<file path="config.mk">
export PLATFORM = sky130hd
export DESIGN_NAME = divider_reconstruct_seq
export DESIGN_NICKNAME = d
export VERILOG_FILES = /design/src/rtl/divider_pkg.sv /design/src/rtl/divider_reconstruct_seq_abs_diff.sv /design/src/rtl/divider_reconstruct_seq.sv
export SDC_FILE = /design/constraint.sdc
export NUM_CORES = 1
export LEC_CHECK = 0
export ABC_AREA = 1
export CAP_MARGIN = 20
export CORE_MARGIN = 5
export CORE_UTILIZATION = 45
export CTS_CLUSTER_DIAMETER = 150
export CTS_CLUSTER_SIZE = 30
export DETAILED_ROUTE_END_ITERATION = 10
export PLACE_DENSITY_LB_ADDON = 0.3
export RECOVER_POWER = 100
export SKIP_CTS_REPAIR_TIMING = 1
export SYNTH_ARGS = -nofsm -noshare
export SYNTH_HDL_FRONTEND = slang
export SYNTH_SLANG_ARGS = --single-unit
</file>
<file path="constraint.sdc">
create_clock -name clk -period 5.45 [get_ports clk]
set_clock_uncertainty 0.1 [all_clocks]
set_input_delay 1.09 -clock clk [delete_from_list [all_inputs] [get_ports clk]]
set_output_delay 1.09 -clock clk [all_outputs]
set_load 0.02 [all_outputs]
</file>
<file path="src/rtl/divider_pkg.sv">
// divider_pkg
// Shared constants and types for the divider evaluation blocks.
//   N_W_DEF   : default dividend / product width
//   D_W_DEF   : default divisor / quotient / remainder width (N_W = 2*D_W)
//   CNT_W_DEF : width of the shift-add step counter for the default D_W
//   recon_state_t : reconstruction FSM states
package divider_pkg;

    localparam int N_W_DEF   = 16;
    localparam int D_W_DEF   = 8;
    localparam int CNT_W_DEF = $clog2(D_W_DEF);

    typedef enum logic [1:0] {
        IDLE = 2'd0,
        MUL  = 2'd1,
        DONE = 2'd2
    } recon_state_t;

endpackage

</file>
<file path="src/rtl/divider_reconstruct_seq_abs_diff.sv">
// abs_diff
// Combinational unsigned absolute difference.
//   a, b : unsigned operands, WIDTH bits
//   y    : |a - b|, WIDTH bits
module abs_diff #(
    parameter int WIDTH = 16
) (
    input  logic [WIDTH-1:0] a,
    input  logic [WIDTH-1:0] b,
    output logic [WIDTH-1:0] y
);

    always_comb begin
        y = (a >= b) ? (a - b) : (b - a);
    end

endmodule

</file>
<file path="src/rtl/divider_reconstruct_seq.sv">
// divider_reconstruct_seq
// Rebuilds n' = q*d + r from a divider's quotient/remainder with an
// iterative shift-add multiplier (one quotient bit per cycle) and reports
// the absolute error against the original dividend.
//   clk, rst_n           : clock, asynchronous active-low reset
//   in_valid / in_ready  : operand handshake (accepted only in IDLE)
//   n, d, q, r           : dividend, divisor, quotient and remainder under test
//   out_valid / out_ready: result handshake (held in DONE until accepted)
//   prod                 : reconstructed q*d + r
//   err                  : |n - prod|
//   exact                : err == 0
//   rem_ge_d             : r >= d (remainder out of range)
module divider_reconstruct_seq
    import divider_pkg::*;
#(
    parameter int N_W = N_W_DEF,
    parameter int D_W = D_W_DEF
) (
    input  logic           clk,
    input  logic           rst_n,
    input  logic           in_valid,
    output logic           in_ready,
    input  logic [N_W-1:0] n,
    input  logic [D_W-1:0] d,
    input  logic [D_W-1:0] q,
    input  logic [D_W-1:0] r,
    output logic           out_valid,
    input  logic           out_ready,
    output logic [N_W-1:0] prod,
    output logic [N_W-1:0] err,
    output logic           exact,
    output logic           rem_ge_d
);

    localparam int CNT_W = (D_W > 1) ? $clog2(D_W) : 1;
    localparam logic [CNT_W-1:0] LAST_STEP = CNT_W'(D_W - 1);

    recon_state_t   state_q,   state_d;
    logic [N_W-1:0] dvd_q,     dvd_d;
    logic [D_W-1:0] dvs_q,     dvs_d;
    logic [D_W-1:0] quo_q,     quo_d;
    logic [D_W-1:0] rem_q,     rem_d;
    logic [N_W-1:0] acc_q,     acc_d;
    logic [N_W-1:0] mcand_q,   mcand_d;
    logic [CNT_W-1:0] cnt_q,   cnt_d;
    logic [N_W-1:0] prod_q,    prod_d;
    logic [N_W-1:0] err_q,     err_d;
    logic           exact_q,   exact_d;
    logic           rem_bad_q, rem_bad_d;

    logic [N_W-1:0] acc_step;
    logic [N_W-1:0] err_step;

    // Accumulator value after the current step; on the last step this is
    // the final product, so err is taken from it rather than from acc_q.
    assign acc_step = quo_q[cnt_q] ? (acc_q + mcand_q) : acc_q;

    abs_diff #(
        .WIDTH(N_W)
    ) u_abs_diff (
        .a(dvd_q),
        .b(acc_step),
        .y(err_step)
    );

    always_comb begin
        state_d   = state_q;
        dvd_d     = dvd_q;
        dvs_d     = dvs_q;
        quo_d     = quo_q;
        rem_d     = rem_q;
        acc_d     = acc_q;
        mcand_d   = mcand_q;
        cnt_d     = cnt_q;
        prod_d    = prod_q;
        err_d     = err_q;
        exact_d   = exact_q;
        rem_bad_d = rem_bad_q;

        case (state_q)
            IDLE: begin
                if (in_valid) begin
                    dvd_d   = n;
                    dvs_d   = d;
                    quo_d   = q;
                    rem_d   = r;
                    // Seeding the accumulator with r folds the "+ r" into
                    // the multiply at no extra cycle.
                    acc_d   = {{(N_W-D_W){1'b0}}, r};
                    mcand_d = {{(N_W-D_W){1'b0}}, d};
                    cnt_d   = '0;
                    state_d = MUL;
                end
            end
            MUL: begin
                acc_d   = acc_step;
                mcand_d = mcand_q << 1;
                cnt_d   = cnt_q + CNT_W'(1);
                if (cnt_q == LAST_STEP) begin
                    prod_d    = acc_step;
                    err_d     = err_step;
                    exact_d   = (err_step == '0);
                    rem_bad_d = (rem_q >= dvs_q);
                    state_d   = DONE;
                end
            end
            DONE: begin
                if (out_ready) begin
                    state_d = IDLE;
                end
            end
            default: begin
                state_d = IDLE;
            end
        endcase
    end

    always_ff @(posedge clk or negedge rst_n) begin
        if (!rst_n) begin
            state_q   <= IDLE;
            dvd_q     <= '0;
            dvs_q     <= '0;
            quo_q     <= '0;
            rem_q     <= '0;
            acc_q     <= '0;
            mcand_q   <= '0;
            cnt_q     <= '0;
            prod_q    <= '0;
            err_q     <= '0;
            exact_q   <= 1'b0;
            rem_bad_q <= 1'b0;
        end else begin
            state_q   <= state_d;
            dvd_q     <= dvd_d;
            dvs_q     <= dvs_d;
            quo_q     <= quo_d;
            rem_q     <= rem_d;
            acc_q     <= acc_d;
            mcand_q   <= mcand_d;
            cnt_q     <= cnt_d;
            prod_q    <= prod_d;
            err_q     <= err_d;
            exact_q   <= exact_d;
            rem_bad_q <= rem_bad_d;
        end
    end

    assign in_ready  = (state_q == IDLE);
    assign out_valid = (state_q == DONE);
    assign prod      = prod_q;
    assign err       = err_q;
    assign exact     = exact_q;
    assign rem_ge_d  = rem_bad_q;

endmodule

</file>
### Word-level counts from Yosys, hierarchy flattened

Cells that the tools add are included.

| storage, ports and cells | value |
|---|---|
| memories | 0 |
| output and inout bits | 36 |
| bits in read-only memories | 0 |
| memory bits (writable) | 0 |
| bits in latches | 0 |
| register bits | 111 |
| bits of input ports | 44 |
| logic and storage cells | 46 |

| cells by class | value |
|---|---|
| bitwise logic cells | 0 |
| magnitude comparators | 3 |
| add/sub/neg operators | 4 |
| multiplexer cells | 14 |
| shifts and indexed selects | 0 |
| reductions and logical operators | 7 |
| equal/unequal tests | 6 |
| $mul | 0 |
| divide/modulo/power cells | 0 |

Operator list:

| operator | count |
|---|---|
| $mux 16 | 4 |
| $pmux 16 s2 | 2 |
| $sub 16x16->16 | 2 |
| $add 16x16->16 | 1 |
| $ge 16x16->1 | 1 |
| $logic_not 16->1 | 1 |
| $ge 8x8->1 | 1 |
| $mux 2 | 3 |
| $pmux 2 s3 | 1 |
| $pmux 3 s2 | 1 |
| $reduce_and 2->1 | 3 |
| $lt 3x4->1 const B | 1 |
| $ne 2x2->1 const B | 2 |
| $add 3x1->3 const B | 1 |
| $bmux 1 s3 | 1 |
| $eq 3x3->1 const B | 1 |
| $mux 3 | 1 |
| $reduce_and 3->1 | 1 |
| $eq 2x1->1 const B | 1 |
| $eq 2x2->1 const B | 1 |
| $logic_not 2->1 | 1 |
| $ne 2x1->1 const B | 1 |
| $reduce_bool 2->1 | 1 |
| $mux 1 | 1 |

### Longest topological paths before layout

| depth | value |
|---|---|
| depth in word-level cells | 6 |
| mapped depth | 32 |
| depth with buffers taken out | 31 |

### Hierarchy

Synthesis repeated with hierarchy kept, for this count alone.

| unflattened totals | value |
|---|---|
| cell total of the unflattened synthesis | 1,171 |
| area, all modules | 8,010.2 um2 |

By module, submodules not included:

| module | instances | cells each | sequential area each (um2) | area an instance (um2) |
|---|---|---|---|---|
| divider_reconstruct_seq | 1 | 744 | 2,777.7 | 5,768.0 |
| abs_diff | 1 | 427 | 0.0 | 2,242.2 |

### Least setup slack after synthesis

Ideal clock, no wire load.

| timing path | value |
|---|---|
| path type | register to register |
| start | reg acc_q[0] |
| end | reg exact_q (netlist: exact) |
| path slack | 1.570 ns |
| period minus slack after synthesis | 3.880 ns |
| buffers on the path | 1 |
| cell stages (with the launch flop) | 28 |
| required time | 5.284 ns |
| arrival time | 3.714 ns |
| setup time | 0.066 ns |
| path through | dfrtp_1 ha_1 inv_1 fa_1 inv_1 nand3_1 nand3_1 nand3_1 nand2_1 a21oi_1 o21ai_0 xnor2_1 nand2_1 nand2_1 inv_1 ha_1 inv_1 nor3_2 nand2_1 o21a_2 buf_2 nand3_1 nand2_1 nor2_1 nand2_1 nor2_1 nand2_1 nand2_1 |

| on the way | value |
|---|---|
| longest elaborated chain between the ends | 5 |
| elaborated cells between the ends (all ways) | 7 |
| those cells by class | 3 x add/sub; 1 x order compare; 2 x mux; 1 x reduce/logical |

RTL lines:

| what | line | RTL |
|---|---|---|
| from (decl) | divider_reconstruct_seq.sv:43 | `logic [N_W-1:0] acc_q, acc_d;` |
| from (signal assigned) | divider_reconstruct_seq.sv:125 | `acc_q <= '0;` |
| from (signal assigned) | divider_reconstruct_seq.sv:138 | `acc_q <= acc_d;` |
| $add 16x16->16 * | divider_reconstruct_seq.sv:56 | `assign acc_step = quo_q[cnt_q] ? (acc_q + mcand_q) : acc_q;` |
| $mux 16 * | divider_reconstruct_seq.sv:56 |  |
| named net acc_step[14] | divider_reconstruct_seq.sv:51 | `logic [N_W-1:0] acc_step;` |
| $sub 16x16->16 or $ge 16x16->1 (tied branches) | divider_reconstruct_seq_abs_diff.sv:14 | `y = (a >= b) ? (a - b) : (b - a);` |
| $mux 16 * | divider_reconstruct_seq_abs_diff.sv:14 |  |
| $logic_not 16->1 * | divider_reconstruct_seq.sv:102 | `exact_d = (err_step == '0);` |
| to (signal assigned) | divider_reconstruct_seq.sv:143 | `exact_q <= exact_d;` |
| to (decl) | divider_reconstruct_seq.sv:48 | `logic exact_q, exact_d;` |

Mark *: on every way through the listed nets, which the timed path passes. The rest lies on a longest branch.
A chain may end at the register's enable or synchronous reset.

### Worst setup path after layout

Same ends and word-level chain as after synthesis.

==> results.cfg <==
[outcome]
status = complete, but fails checks
violations = capacitance limit, slew limit

[layout]
area_growth_syn_to_layout_pct = 17.3
diodes = 0
num-nets-final = 1069
layout.cells.non_filler = 1184
layout-drive-gt1-share = 0.0452

[clock_network]
clk_latency_ns = 0.36
clock_sinks = 111
root_buffer = clkbuf_16
tritoncts = done
cts_max_level = 3
clkTransAtPathRegs_ns = 0.07
cts.path.max_buffers = 2
cts_made_buffers = 9

[floorplan]
die_y_um = 135
die-area_um2 = 18300
die_x_um = 135
rows = 45
start_util = 0.462
io_pins = 80
coreArea_um2 = 15300

[sta]
setup_violations = 0
maxSlewHeadroom = -0.521
whs_ns = 0.372
tightestPinTransition_ns = 2.28
period_minus_slack_ns = 4.54
hold_viol = 0
max_freq_ghz = 0.220
slew_viol_final = 173
rsz0062_at_grt = no
tns_ns = 0
post-route-period-util = 0.833

[synthesis]
synth_common_cells = nand2_1 (282), dfrtp_1 (111), inv_1 (104)
synthTopCellsByArea = dfrtp_1 (39%), nand2_1 (15%), ha_1 (9.6%)
yosysTopAreaCell = dfrtp_1
ys_seq_area_frac = 0.394
synth_cells = 905
syn_nets = 1006
netlist_area_um2 = 7050
yosysTopAreaCellShare = 0.394
synth.distinct_cells = 48
avgSynthCellArea_um2 = 7.79
ys_ff_latch = 111
synth-edff-count = 0
synth_top_flop_cell = dfrtp_1
yosys_warnings = 0
yosysMostFrequentCell = nand2_1
async_reset_ff_frac = 1.00

[hold_path]
hold-path-endpoint = err[11]
whs_path_depth = 2
hp-start = err[11]
min_path_type = flip-flop to flip-flop

[global_route]
grt_start_max_net_pins = 76
grt_pass1_vias = 5782
gr-total-overflow = 0
antenna_found_initial = 0
grt_pass1_wl_mm = 28.3
grt.total_usage = 0.193

[critical_path]
r2r_slack_ns = 0.91
critical_path_class = flip-flop to flip-flop
crit_fanout = 16
reg2reg_to = exact
start_kind = flip-flop
worst_ep_arrival_time_ns = 4.69
r2r-start = acc_q[0]
reg2regPathDepth = 25
worstSetupEndpointType = flip-flop
worstPathRequired_ns = 5.60

[detailed_routing]
routedWlPerCell_um = 14.1
dr.pass1.iters = 7
viasPerCell = 5.13
drt_iter0_markers = 399
ant_nets = 0
drc = 0
totalWireLength_mm = 16.7
via_count = 6073

[place]
dp.cells = 1168
hpwl_mm = 12.8
gp_congestion = 0.889
port_buffers = 79

[flow_run]
cap_violations = 3
## sequential cells by signal (all words and copies together), names as in the netlist
register and flops:
acc_q 16, cnt_q 3, dvd_q 16, dvs_q 8
err 16, exact 1, mcand_q 16, prod 16
quo_q 8, rem_ge_d 1, rem_q 8, state_q 2
## worst max path at each step
stage                       end  slack (ns)  startpoint
after CTS                 exact        1.01    acc_q[0]
after global routing      exact        0.36    acc_q[2]
after global placement    exact        1.05    acc_q[0]
final                     exact        0.91    acc_q[0]
after detailed placement  exact        1.04    acc_q[0]
after floorplan           exact        1.57    acc_q[0]
## placed cells by master, fill, tap and decap left out, types with 3 or more instances in the layout
master	synthesis	routed
nand2_1	282	284
dfrtp_1	111	111
inv_1	104	104
o21ai_0	89	89
ha_1	54	54
clkdlybuf4s50_1	0	41
nand3_1	40	40
a21oi_1	37	37
dlygate4sd3_1	0	37
nor2_1	32	32
xor2_1	24	24
xnor2_1	11	11
nand4_1	10	10
o221ai_1	8	9
clkbuf_16	0	9
o22ai_1	8	8
nand2_2	9	7
clkbuf_1	25	7
o21a_1	6	6
o211ai_2	3	3
a31oi_1	3	3
o21bai_1	3	3
nand3_2	3	3
clkinv_2	1	3
nor3_1	3	3
o211ai_1	3	3
fa_1	3	3
clkbuf_8	0	3
buf_4	2	3
## area by class of cell
cell class | instances | area, um^2
Clock buffer | 13 | 270
Sequential cell | 111 | 2780
Inverter | 106 | 399
Fill cell | 1484 | 6990
Multi-Input combinational cell | 652 | 3690
Timing Repair Buffer | 88 | 831
Clock inverter | 3 | 40.0
Tap cell | 211 | 264
## cells by family after synthesis
group | Yosys count | synth area share
AOI/OAI and AO/OA | 173 | 0.145
xor gates and xnor gates | 35 | 0.0435
adders and majority gates | 57 | 0.104
buffers and inverters | 142 | 0.0815
DFF | 111 | 0.394
and+or+nand+nor | 387 | 0.232
## layer usage
metal,track usage,share of wire
met1,0.259,0.46
met3,0.0245,0.046
met5,0,0
met2,0.321,0.48
met4,0.0683,0.021
## critical path: stages, from the launching register on
cell	delay (ns)
dfrtp_1	0.38
ha_1	0.22
inv_1	0.08
fa_1	0.40
inv_1	0.11
a31oi_1	0.12
o21ai_0	0.29
xnor2_1	0.16
nand2_1	0.06
o21ai_0	0.20
inv_1	0.09
ha_1	0.45
nand2_1	0.13
nor2_1	0.15
inv_1	0.08
o221ai_1	0.38
nor2_1	0.12
o21a_2	0.34
nand2_8	0.17
nand2_1	0.07
nand2_1	0.08
nor2_1	0.05
nand2_1	0.05
nor2_1	0.04
nand2_1	0.05
nand2_1	0.04
## through the flow
stage	utilization	setup WS (ns)	cell area [um^2]
4_1_cts	0.544	1.01	8300
5_1_grt	0.542	0.360	8270
6_report	0.542	0.910	8270
2_1_floorplan	-	1.57	7050
3_3_place_gp	0.524	1.05	7990
3_5_place_dp	0.524	1.04	7990
Power is left out: the tool's default activity adds up to more than one toggle a clock period on the data nets, which glitch-free logic cannot reach.
